===== config.mk =====
export PLATFORM = sky130hd
export DESIGN_NAME = mcu_ctrl
export DESIGN_NICKNAME = d
export VERILOG_FILES = /design/src/rtl/mcu_ctrl_pkg.sv /design/src/rtl/mcu_decode.sv /design/src/rtl/mcu_ctrl.sv
export SDC_FILE = /design/constraint.sdc
export NUM_CORES = 1
export LEC_CHECK = 0
export ABC_AREA = 1
export ABC_CLOCK_PERIOD_IN_PS = 2800
export CAP_MARGIN = 0
export CORE_AREA = 2 2 39 41
export DETAILED_ROUTE_END_ITERATION = 8
export DIE_AREA = 0 0 41 43
export GPL_TIMING_DRIVEN = 0
export PLACE_DENSITY = 0.73
export SYNTH_ARGS = -nofsm -noshare
export SYNTH_HDL_FRONTEND = slang
export SYNTH_SLANG_ARGS = --single-unit

===== constraint.sdc =====
create_clock -name clk -period 2.8 [get_ports clk]
set_input_delay 0.56 -clock clk [delete_from_list [all_inputs] [get_ports clk]]
set_output_delay 0.56 -clock clk [all_outputs]
set_load 0.02 [all_outputs]

===== src/rtl/mcu_ctrl_pkg.sv =====
// ============================================================================
// Module   : mcu_ctrl_pkg
// Purpose  : Shared opcode classes, ALU codes, PSR flag positions and states.
// Revision : 1.0
// ============================================================================
`default_nettype none

package mcu_ctrl_pkg;

    localparam logic [3:0] CLS_NOP   = 4'h0;
    localparam logic [3:0] CLS_LOAD  = 4'h1;
    localparam logic [3:0] CLS_ADD   = 4'h2;
    localparam logic [3:0] CLS_SUB   = 4'h3;
    localparam logic [3:0] CLS_AND   = 4'h4;
    localparam logic [3:0] CLS_OR    = 4'h5;
    localparam logic [3:0] CLS_XOR   = 4'h6;
    localparam logic [3:0] CLS_STORE = 4'h7;
    localparam logic [3:0] CLS_JMP   = 4'h8;
    localparam logic [3:0] CLS_JZ    = 4'h9;
    localparam logic [3:0] CLS_JC    = 4'hA;
    localparam logic [3:0] CLS_HALT  = 4'hF;

    localparam logic [2:0] ALU_PASS = 3'd0;
    localparam logic [2:0] ALU_ADD  = 3'd1;
    localparam logic [2:0] ALU_SUB  = 3'd2;
    localparam logic [2:0] ALU_AND  = 3'd3;
    localparam logic [2:0] ALU_OR   = 3'd4;
    localparam logic [2:0] ALU_XOR  = 3'd5;

    localparam int PSR_N = 3;
    localparam int PSR_Z = 2;
    localparam int PSR_C = 1;
    localparam int PSR_V = 0;

    typedef enum logic [1:0] {
        ST_FETCH = 2'd0,
        ST_IMM   = 2'd1,
        ST_EXEC  = 2'd2,
        ST_HALT  = 2'd3
    } state_e;

endpackage

`default_nettype wire


===== src/rtl/mcu_decode.sv =====
// ============================================================================
// Module   : mcu_decode
// Purpose  : Combinational instruction-class decoder feeding the control FSM.
// Revision : 1.0
// ============================================================================
`default_nettype none

module mcu_decode
    import mcu_ctrl_pkg::*;
(
    input  logic [3:0] cls_i,
    output logic [2:0] alu_code_o,
    output logic       two_byte_o,
    output logic       is_alu_o,
    output logic       is_branch_o,
    output logic       illegal_o
);

    always_comb begin
        alu_code_o  = ALU_PASS;
        two_byte_o  = 1'b0;
        is_alu_o    = 1'b0;
        is_branch_o = 1'b0;
        illegal_o   = 1'b0;
        case (cls_i)
            CLS_LOAD, CLS_STORE: two_byte_o = 1'b1;
            CLS_ADD: begin two_byte_o = 1'b1; is_alu_o = 1'b1; alu_code_o = ALU_ADD; end
            CLS_SUB: begin two_byte_o = 1'b1; is_alu_o = 1'b1; alu_code_o = ALU_SUB; end
            CLS_AND: begin two_byte_o = 1'b1; is_alu_o = 1'b1; alu_code_o = ALU_AND; end
            CLS_OR:  begin two_byte_o = 1'b1; is_alu_o = 1'b1; alu_code_o = ALU_OR;  end
            CLS_XOR: begin two_byte_o = 1'b1; is_alu_o = 1'b1; alu_code_o = ALU_XOR; end
            CLS_JMP, CLS_JZ, CLS_JC: begin
                two_byte_o  = 1'b1;
                is_branch_o = 1'b1;
            end
            CLS_NOP, CLS_HALT: ;
            default: illegal_o = 1'b1;
        endcase
    end

endmodule

`default_nettype wire


===== src/rtl/mcu_ctrl.sv =====
// ============================================================================
// Module   : mcu_ctrl
// Purpose  : Mealy control FSM sequencing fetch/immediate/execute/halt phases.
// Revision : 1.0
// ============================================================================
`default_nettype none

module mcu_ctrl
    import mcu_ctrl_pkg::*;
#(
    parameter int INST_WIDTH  = 8,
    parameter int APSR_WIDTH  = 4,
    parameter int ALUOP_WIDTH = 3
) (
    input  logic                   clk,
    input  logic                   rst,
    input  logic [INST_WIDTH-1:0]  opcode,
    input  logic [APSR_WIDTH-1:0]  psr,
    input  logic                   imem_ready,
    input  logic                   dmem_ready,
    input  logic                   resume,
    output logic                   imem_req,
    output logic                   dmem_req,
    output logic                   opcode_update,
    output logic                   imm_update,
    output logic                   acc_update,
    output logic                   psr_update,
    output logic [ALUOP_WIDTH-1:0] alu_operation,
    output logic                   pc_count,
    output logic                   pc_load,
    output logic                   ram_write,
    output logic                   halted,
    output logic                   illegal
);

    state_e     state_q, state_d;
    logic [3:0] w_cls;
    logic [2:0] w_alu_code;
    logic       w_two_byte, w_is_alu, w_is_branch, w_illegal;
    logic       unused_ok;

    assign w_cls     = opcode[INST_WIDTH-1 -: 4];
    assign unused_ok = ^{opcode, psr};

    mcu_decode u_decode (
        .cls_i       (w_cls),
        .alu_code_o  (w_alu_code),
        .two_byte_o  (w_two_byte),
        .is_alu_o    (w_is_alu),
        .is_branch_o (w_is_branch),
        .illegal_o   (w_illegal)
    );

    always_ff @(posedge clk or posedge rst) begin
        if (rst) state_q <= ST_FETCH;
        else     state_q <= state_d;
    end

    always_comb begin
        state_d       = state_q;
        imem_req      = 1'b0;
        dmem_req      = 1'b0;
        opcode_update = 1'b0;
        imm_update    = 1'b0;
        acc_update    = 1'b0;
        psr_update    = 1'b0;
        alu_operation = ALUOP_WIDTH'(ALU_PASS);
        pc_count      = 1'b0;
        pc_load       = 1'b0;
        ram_write     = 1'b0;
        halted        = 1'b0;
        illegal       = 1'b0;
        // Outputs are forced quiet while reset is held, even though FETCH is active.
        if (!rst) begin
            case (state_q)
                ST_FETCH: begin
                    imem_req = 1'b1;
                    if (imem_ready) begin
                        opcode_update = 1'b1;
                        pc_count      = 1'b1;
                        state_d       = ST_IMM;
                    end
                end
                ST_IMM: begin
                    if (w_cls == CLS_NOP) begin
                        state_d = ST_FETCH;
                    end else if (w_cls == CLS_HALT) begin
                        state_d = ST_HALT;
                    end else if (w_illegal || !w_two_byte) begin
                        illegal = 1'b1;
                        state_d = ST_FETCH;
                    end else begin
                        imem_req = 1'b1;
                        if (imem_ready) begin
                            imm_update = 1'b1;
                            pc_count   = 1'b1;
                            state_d    = ST_EXEC;
                        end
                    end
                end
                ST_EXEC: begin
                    state_d = ST_FETCH;
                    if (w_cls == CLS_LOAD) begin
                        acc_update = 1'b1;
                    end else if (w_is_alu) begin
                        acc_update    = 1'b1;
                        psr_update    = 1'b1;
                        alu_operation = ALUOP_WIDTH'(w_alu_code);
                    end else if (w_cls == CLS_STORE) begin
                        dmem_req  = 1'b1;
                        ram_write = 1'b1;
                        if (!dmem_ready) state_d = ST_EXEC;
                    end else if (w_is_branch) begin
                        case (w_cls)
                            CLS_JZ:  pc_load = psr[PSR_Z];
                            CLS_JC:  pc_load = psr[PSR_C];
                            default: pc_load = 1'b1;
                        endcase
                    end
                end
                ST_HALT: begin
                    halted = 1'b1;
                    if (resume) state_d = ST_FETCH;
                end
                default: state_d = ST_FETCH;
            endcase
        end
    end

endmodule

`default_nettype wire


==> results <==
==> logic make-up (layout without fill, tap and decap cells) <==
logic type,count (synthesis),after routing,share of synthesized area [%]
simple gates,48,48,59.9
compound gates,7,7,10.9
flops,2,2,13.2
buf+inv,13,39,16.1
==> metrics by stage <==
| step | setup TNS (ns) | instances | util [%] | hold WS [ns] |
|---|---|---|---|---|
| 3_3_place_gp | -0.436 | 109 | 45.6 | 0.584 |
| 6_report | 0 | 112 | 46.9 | 0.589 |
| 3_5_place_dp | -0.488 | 109 | 45.6 | 0.588 |
| 4_1_cts | 0 | 112 | 46.6 | 0.595 |
| 2_1_floorplan | 0 | 70 | - | 0.334 |
| 5_1_grt | -0.00127 | 112 | 46.9 | 0.638 |
==> power groups by stage <==
| stage | clock (mW) | combinational (mW) | sequential (mW) |
|---|---|---|---|
| global placement | 0 | 0.180 | 0.0534 |
| floorplan | 0 | 0.119 | 0.0509 |
| CTS | 0.0626 | 0.176 | 0.0534 |
| global route | 0.0635 | 0.195 | 0.0561 |
| detailed placement | 0 | 0.181 | 0.0537 |
| finish | 0.0605 | 0.176 | 0.0535 |
==> layout by cell type, fill, tap and decap left out, drive strengths merged <==
| cell type | n |
|---|---|
| a21oi | 4 |
| buf | 3 |
| clkbuf | 3 |
| clkdlybuf4s50 | 14 |
| clkinv | 1 |
| dfrtp | 2 |
| dlygate4sd2 | 7 |
| dlymetal6s2s | 2 |
| inv | 9 |
| nand2 | 20 |
| nand3 | 6 |
| nand3b | 1 |
| nor2 | 12 |
| nor3 | 5 |
| nor4 | 3 |
| o21ai | 2 |
| o21bai | 1 |
| or2 | 1 |
==> repair_timing <==
item	in CTS	in global routing
setup buffers	0	0
resized for setup	7	4
setup endpoints to repair	7	4
==> routing by layer <==
layer / global-route usage [%] / share of wire [%]
met5: 0 / 0
met4: 4.00 / 0
met3: 4.71 / 13
met2: 22.5 / 47
met1: 14.1 / 40
==> critical path, stage by stage <==
cell	delay [ns]
clkdlybuf4s50_1	0.55
inv_2	0.09
or2_4	0.24
nor3_1	0.22
buf_4	0.14
dlygate4sd2_1	0.32
==> layout make-up <==
| class | count | area, µm² | area share (%) |
|---|---|---|---|
| plain buffers | 3 | 23.8 | 3.66 |
| clock buffers | 3 | 22.5 | 3.47 |
| inverters | 10 | 37.5 | 5.78 |
| multi-input cells | 55 | 269 | 41.4 |
| flip-flops and latches | 2 | 50.0 | 7.71 |
| well taps | 16 | 20.0 | 3.08 |
| repair buffers | 23 | 226 | 34.9 |
==> worst max-delay path by stage <==
| stage | from | endpoint | slack (ns) | cells past startpoint |
|---|---|---|---|---|
| finish | opcode[6] | ram_write | 0.11 | 6 |
| global route | opcode[6] | ram_write | -0.001 | 6 |
| CTS | rst | pc_load | 0.03 | 7 |
| detailed placement | opcode[6] | ram_write | -0.18 | 6 |
| global placement | opcode[6] | ram_write | -0.16 | 6 |
| floorplan | opcode[7] | ram_write | 0.51 | 4 |
==> results.toml <==
[status]
status = "finished, final reports clean"

[sta]
setup_violations = 0
clock.fmax_mhz = 372
timing.slew.headroom_pct = 84.4
fin_crit_ns = 2.69
clock-skew-final_ns = 0.00127
rsz0062_at_grt = "true"
finalHoldViolations = 0
worstMarginPinSlew_ns = 0.231
drv_slew = 0
worst_slack_ns = 0.114
post-route-period-util_pct = 95.9

[placed_design]
io_buffers = 23
placed_cell_area_um2 = 631
pre_cts_ws_ns = -0.181
hpwl_um = 885
gp_congestion = 0.740

[final_layout]
areaGrowthSynthToFinish_pct = 70.7
drive_gt1_share_pct = 17.7
final_area_um2 = 649
largest_registers = "state_q x2"
largest_register_ffs = 2
fin_nets = 115
num-fill-cells = 153
num_antenna_cells = 0
regMostFlops = "state_q"

[floorplanning]
start_util_pct = 27.5
design.core.area_mm2 = 0.00138
die_area_mm2 = 0.00176
die_h_um = 43
io_pins = 31
dieWidth_um = 41
rows = 14

[route]
drt-pass1-iter-count = 4
detail-route-antenna-nets = 0
via_per_inst = 4.71
wl_per_cell_um = 9.79
drc = 0
wl_um = 1100
initialDrtViolationCount = 6
vias = 527

[grt]
grt_pass1_vias = 437
grt_antenna_before_repair = 0
grt_use_total_pct = 13.2
grt_pass1_wl_um = 1660
grt_max_degree = 9
gr-total-overflow = 0

[cts]
cts_buffers = 3
cts.htree.levels = 1
cts_tree = "yes"
clk_pin_slew_worst_paths_ns = 0.03
cts.path.max_buffers = 2
cts_hold_buf = 0
insertion_delay_ns = 0.22
root_buffer = "clkbuf_4"
numClockSinks = 2

[synthesis]
synth_common_cells = "nand2_1, nor2_1, inv_1"
synth_warnings = 0
synth_edf_count = 0
synth_ff_type = "dfrtp_1"
synth_top_area_share_pct = 14.8
syn_inst = 70
synth-seq-cells = 2
synth_area_leaders = "nand2_1, dfrtp_1, nor2_1"
syn_nets = 87
netlist_area_um2 = 380
yosysUniqueCellTypes = 20
ys_async_sr_fraction_pct = 100
synth_top_area_cell = "nand2_1"
yosysMostFrequentCell = "nand2_1"
synth_seq_area_share_pct = 13.2
postSynthAreaPerCell_um2 = 5.43

[worst_setup_path]
crit_path_start_kind = "primary input"
worstPathArrival_ns = 2.13
r2r_start = "state_q[1]"
r2r_slack_ns = 1.73
cp_max_fo = 5
r2r_end = "state_q[0]"
end_kind = "output pin"
crit_type = "in2out"
r2r_cells = 7
critical_path_required_ns = 2.24

[power_and_ir_drop]
power.density_mw_per_mm2 = 446
p_clk_share_pct = 20.9
combPwrFrac_pct = 60.7
ir_drop_uv = 276
p_sw_mw = 0.132
pwr-share-seq_pct = 18.5
total_power_mw = 0.290
intPower_mw = 0.158
cellLeakagePower_nw = 0.360
switching_share_pct = 45.6

[worst_hold_path]
worstHoldStart = "state_q[0]"
hold_class = "reg2reg"
hold_depth = 2
min_to = "state_q[0]"

[flow_run]
maxCapViolations = 0
Power figures use the tool's default switching activity.
